`src/rtl/irrigation_pkg.sv`:
```
// irrigation_pkg: shared states, mode encodings and default timing constants for the valve sequencer
package irrigation_pkg;

    typedef enum logic [1:0] {IDLE, SWITCH, WATER, LOCKOUT} state_t;

    localparam logic MODE_DRIP     = 1'b0;
    localparam logic MODE_SPLINKER = 1'b1;

    localparam int DEF_DEAD_CYCLES      = 4;
    localparam int DEF_MIN_ON_CYCLES    = 16;
    localparam int DEF_LOCK_HOLD_CYCLES = 8;
    localparam int DEF_STABLE_CYCLES    = 3;

    function automatic int cnt_w(input int p);
        return $clog2(p < 2 ? 2 : p) + 1;
    endfunction

endpackage

```
`src/rtl/irrigation_mode_debounce.sv`:
```
// irrigation_mode_debounce: accepts a new mode only after STABLE_CYCLES consecutive equal samples
module irrigation_mode_debounce
    import irrigation_pkg::*;
#(
    parameter int STABLE_CYCLES = DEF_STABLE_CYCLES
) (
    input  logic clk,
    input  logic reset,
    input  logic mode_in,
    output logic mode_eff
);

    localparam int W = cnt_w(STABLE_CYCLES);
    localparam logic [W-1:0] LAST = W'(STABLE_CYCLES - 1);

    logic [W-1:0] cnt;

    always_ff @(posedge clk or posedge reset) begin
        if (reset) begin
            mode_eff <= MODE_DRIP;
            cnt      <= '0;
        end else if (mode_in == mode_eff) begin
            cnt <= '0;
        end else if (cnt == LAST) begin
            mode_eff <= mode_in;
            cnt      <= '0;
        end else begin
            cnt <= cnt + W'(1);
        end
    end

endmodule

```
`src/rtl/irrigation_valve_sequencer.sv`:
```
// irrigation_valve_sequencer: break-before-make valve driver with min on-time and safety lockout
// IRRIGATION_MODE_DEBOUNCE_EN filters splinker_mode_on before it reaches the FSM.
module irrigation_valve_sequencer
    import irrigation_pkg::*;
#(
    parameter int DEAD_CYCLES      = DEF_DEAD_CYCLES,
    parameter int MIN_ON_CYCLES    = DEF_MIN_ON_CYCLES,
    parameter int LOCK_HOLD_CYCLES = DEF_LOCK_HOLD_CYCLES,
    parameter int STABLE_CYCLES    = DEF_STABLE_CYCLES
) (
    input  logic clk,
    input  logic reset,
    input  logic irrigate_req,
    input  logic splinker_mode_on,
    input  logic water_critical,
    input  logic sensor_fault,
    output logic splinker_valve,
    output logic dripper_valve,
    output logic active_mode,
    output logic lockout
);

    localparam int DW = cnt_w(DEAD_CYCLES);
    localparam int OW = cnt_w(MIN_ON_CYCLES);
    localparam int CW = cnt_w(LOCK_HOLD_CYCLES);
    localparam logic [DW-1:0] DEAD_LAST  = DW'(DEAD_CYCLES - 1);
    localparam logic [OW-1:0] ON_MAX     = OW'(MIN_ON_CYCLES);
    localparam logic [CW-1:0] CLEAN_LAST = CW'(LOCK_HOLD_CYCLES - 1);

    if (DEAD_CYCLES < 1 || MIN_ON_CYCLES < 1 || LOCK_HOLD_CYCLES < 1 || STABLE_CYCLES < 1) begin : g_bad_param
        $error("irrigation_valve_sequencer: cycle parameters must be >= 1");
    end

    logic mode_eff;

`ifdef IRRIGATION_MODE_DEBOUNCE_EN
    irrigation_mode_debounce #(
        .STABLE_CYCLES(STABLE_CYCLES)
    ) u_mode_debounce (
        .clk      (clk),
        .reset    (reset),
        .mode_in  (splinker_mode_on),
        .mode_eff (mode_eff)
    );
`else
    assign mode_eff = splinker_mode_on;
`endif

    state_t          state, state_n;
    logic            target, target_n;
    logic [DW-1:0]   dead_cnt, dead_n;
    logic [OW-1:0]   on_cnt, on_n;
    logic [CW-1:0]   clean_cnt, clean_n;
    logic            lock;

    assign lock = water_critical | sensor_fault;

    always_comb begin
        state_n  = state;
        target_n = target;
        dead_n   = dead_cnt;
        on_n     = on_cnt;
        clean_n  = clean_cnt;
        if (lock) begin
            state_n = LOCKOUT;
            clean_n = '0;
        end else begin
            case (state)
                IDLE: if (irrigate_req) begin
                    state_n  = SWITCH;
                    target_n = mode_eff;
                    dead_n   = '0;
                end
                SWITCH: if (!irrigate_req) begin
                    state_n = IDLE;
                end else if (dead_cnt == DEAD_LAST) begin
                    state_n = WATER;
                    on_n    = '0;
                end else begin
                    dead_n = dead_cnt + DW'(1);
                end
                WATER: begin
                    on_n = (on_cnt == ON_MAX) ? on_cnt : on_cnt + OW'(1);
                    // stop wins over a simultaneous mode change
                    if (on_cnt == ON_MAX && !irrigate_req) begin
                        state_n = IDLE;
                    end else if (on_cnt == ON_MAX && mode_eff != target) begin
                        state_n  = SWITCH;
                        target_n = mode_eff;
                        dead_n   = '0;
                    end
                end
                LOCKOUT: if (clean_cnt == CLEAN_LAST) begin
                    state_n = IDLE;
                    clean_n = '0;
                end else begin
                    clean_n = clean_cnt + CW'(1);
                end
            endcase
        end
    end

    always_ff @(posedge clk or posedge reset) begin
        if (reset) begin
            state          <= IDLE;
            target         <= MODE_DRIP;
            dead_cnt       <= '0;
            on_cnt         <= '0;
            clean_cnt      <= '0;
            splinker_valve <= 1'b0;
            dripper_valve  <= 1'b0;
            active_mode    <= 1'b0;
            lockout        <= 1'b0;
        end else begin
            state          <= state_n;
            target         <= target_n;
            dead_cnt       <= dead_n;
            on_cnt         <= on_n;
            clean_cnt      <= clean_n;
            splinker_valve <= state_n == WATER && target_n == MODE_SPLINKER;
            dripper_valve  <= state_n == WATER && target_n == MODE_DRIP;
            active_mode    <= (state_n == SWITCH || state_n == WATER) && target_n == MODE_SPLINKER;
            lockout        <= state_n == LOCKOUT;
        end
    end

endmodule

```
`config.mk`:
```
export PLATFORM = sky130hd
export DESIGN_NAME = irrigation_valve_sequencer
export DESIGN_NICKNAME = d
export VERILOG_FILES = /design/src/rtl/irrigation_pkg.sv /design/src/rtl/irrigation_mode_debounce.sv /design/src/rtl/irrigation_valve_sequencer.sv
export SDC_FILE = /design/constraint.sdc
export NUM_CORES = 1
export LEC_CHECK = 0
export BUFFER_PORTS_ARGS = -buffer_cell sky130_fd_sc_hd__buf_2
export CORE_ASPECT_RATIO = 0.8
export CORE_MARGIN = 1
export CORE_UTILIZATION = 45
export CTS_CLUSTER_SIZE = 24
export DETAILED_ROUTE_END_ITERATION = 8
export PLACE_DENSITY = 0.68
export RECOVER_POWER = 50
export SLEW_MARGIN = 20
export SYNTH_ARGS = -nofsm -noshare
export SYNTH_HDL_FRONTEND = slang
export SYNTH_HIERARCHICAL = 1
export SYNTH_SLANG_ARGS = --single-unit
```
`constraint.sdc`:
```
create_clock -name clk -period 2.55 [get_ports clk]
set_input_delay 0.255 -clock clk [delete_from_list [all_inputs] [get_ports clk]]
set_output_delay 0.255 -clock clk [all_outputs]
set_load 0.01 [all_outputs]
```
==> run summary <==
GPL Wtd Cong: 0.8108
PortBufs: 9
first-pass GRT wire length: 3125 um
met1 usage: 22.24%
Avg Inst Size Synth: 10.46 um^2
GRT Resource Usage Total: 16.16%
Clock Latency Late Sink: 290 ps
Hold Path Class: in -> async
post-synth cell types: 30
Final ANT Viol Nets: 0
top post-synthesis cells by area: dfrtp_1, ha_1, o21ai_0
DR vias: 754
DRC errors left: 0
initial antenna violation count: 0
Mapped Cells: 98
Syn Nets: 111
Slew Viols, Final: 0
critical path required time: 2790 ps
Pre-antenna DRT Iters: 4
Worst Skew: 3.938 ps
Root Driver: clkbuf_4
total CTS buffers: 3
largest net degree at the start of global routing: 20
CP Class: reg -> reg
share of post-route cells with drive strength above 1: 12.73%
n_diodes: 0
MaxCap Viol Count: 0
setup TNS: 0 ps
RSZ-0062 raised after global routing: false
worst hold slack: 53.20 ps
Pwr Total: 0.4967 mW
final std cells w/o fill: 135
Worst VDD drop: 436.8 uV
Layout Area Growth over Synthesis: 9.279%
Max H-tree Level: 1
Tcrit/Tclk final: 73.58%
share of the synthesized area in the top cell type: 46.40%
WL final: 1762 um
Clock Sinks: 19
final instance area: 1120 um^2
post-CTS setup buffer count: 0
GRT overflow: 0
PwrDens: 443.5 nW/um^2
nets: 124
slew margin rel.: 53.28%
Core Rows: 15
Most used DFF post-synth: dfrtp_1
critical path launch point type: flop
post-CTS sizing: 0
PnR worst setup slack: 673.7 ps
post-synthesis cell area: 1025 um^2
CTS tree: built
Placed Area: 1096 um^2
fin util: 51.88%
final critical-path required period: 1876 ps
leak pwr: 0.5132 nW
Worst-Margin Slew: 700.0 ps
Final Hold Vio Count: 0
dpl cells: 131
post-DR wirelength/cell: 13.05 um
met3 usage: 1.754%
register area share after synthesis: 46.40%
DRT iter0 DRCs: 14
synth warn: 6
# hold bufs at CTS: 0
Setup-failing EPs final: 0
CP Max Fanout: 5
Crit. Startpoint: on_cnt[0]
Fmax: 533.0 MHz
Post-synth EDFFs: 0
Post-DP HPWL: 1385 um
post-synthesis register bit count: 19
GR peak layer: met2
io pins: 10
vias in the first global route: 734
worst reg2reg path startpoint: on_cnt[0]
clock tree buffer depth: 2
Core Region: 2158 um^2
Place WS: 681.2 ps
die height: 44.68 um
Die Area: 2473 um^2
Yosys top cell by area: dfrtp_1
CP Data Arrival Time: 2120 ps
status: completed
Clock transition at path regs: 110 ps
initial core utilization: 47.48%
Vias/cell: 5.585
M2 GR Usage: 27.71%
die width: 55.35 um
post-synthesis async set-or-reset flop share: 100.0%
CP endpoint kind: flop
==> power breakdown <==
group	internal, mW	switching [mW]	total, mW
Combinational	0.0125	0.0210	0.0335
Sequential	0.306	0.00564	0.311
Clock	0.0609	0.0912	0.152
==> layout by cell type, fill, tap and decap left out, types with 2 or more instances in the layout <==
master      n
clkbuf_1    3
nor2b_1     2
inv_1       7
nor2_1      8
a21oi_1     7
o2bb2ai_1   3
nand2_1     5
mux2i_1     2
ha_1        7
clkbuf_4    3
and2_1      3
nand3_1     4
buf_2       7
nor3_1      3
dfrtp_1    19
a22o_1      2
a21o_1      2
o21ai_0     8
nand4_1     2
==> cell usage after synthesis (2+ instances only) <==
master      n
nor2_1      8
nor2b_1     2
inv_1       7
nand4_1     2
mux2i_1     2
ha_1        7
nand2_1     5
dfrtp_1    19
and2_1      3
o2bb2ai_1   3
a21oi_1     7
o21ai_0     8
a22o_1      2
nand3_1     4
a21o_1      2
nor3_1      3
==> path summary, 6_finish.rpt <==
path                       slack (ps)            end  cells after the start
setup / recovery                  670  dripper_valve                      6
hold / removal                     50      on_cnt[3]                      2
setup reg to reg                  670  dripper_valve                      6
hold reg to reg                   520    dead_cnt[2]                      1
max in group asynchronous        2060      on_cnt[2]                      2
min in group clk                  260         target                      3
==> flip-flops by register name, summed over array words and instances (netlist names) <==
signal / flops
target: 1
dripper_valve: 1
lockout: 1
active_mode: 1
dead_cnt: 3
on_cnt: 5
state: 2
clean_cnt: 4
splinker_valve: 1
==> routing by layer <==
| metal | part of all wire [%] | wire [um] |
|---|---|---|
| met4 | 0.96 | 17 |
| met5 | 0 | 0 |
| met2 | 46 | 819 |
| met3 | 3.7 | 65 |
| met1 | 49 | 860 |
==> area by class of cell <==
cell class              instances  area [um^2]
inverters                       7        26.28
fillers                       185         1039
multi-input cells              71        518.0
clock buffers                   4        26.28
flip-flops and latches         19        475.5
well taps                      25        31.28
repair buffers                  9        42.54
==> critical path: stages, from the launching register on <==
cell and delay [ps]:
dfrtp_1 440, inv_1 80, ha_1 210, nand4bb_4 170, a2111oi_4 390, mux2i_1 350
and2_1 170
==> kinds of logic (layout without fill, tap and decap cells) <==
| group | after synthesis | in the layout | share of synthesized area, % |
|---|---|---|---|
| flops | 19 | 19 | 46.40 |
| fa+ha+maj | 7 | 7 | 8.547 |
| simple gates | 35 | 35 | 20.76 |
| mux | 3 | 3 | 3.053 |
| compound gates | 24 | 24 | 16.48 |
| xor+xnor | 2 | 2 | 1.710 |
| buf+inv | 8 | 20 | 3.053 |
No activity file was read; power rests on OpenSTA's default activity.
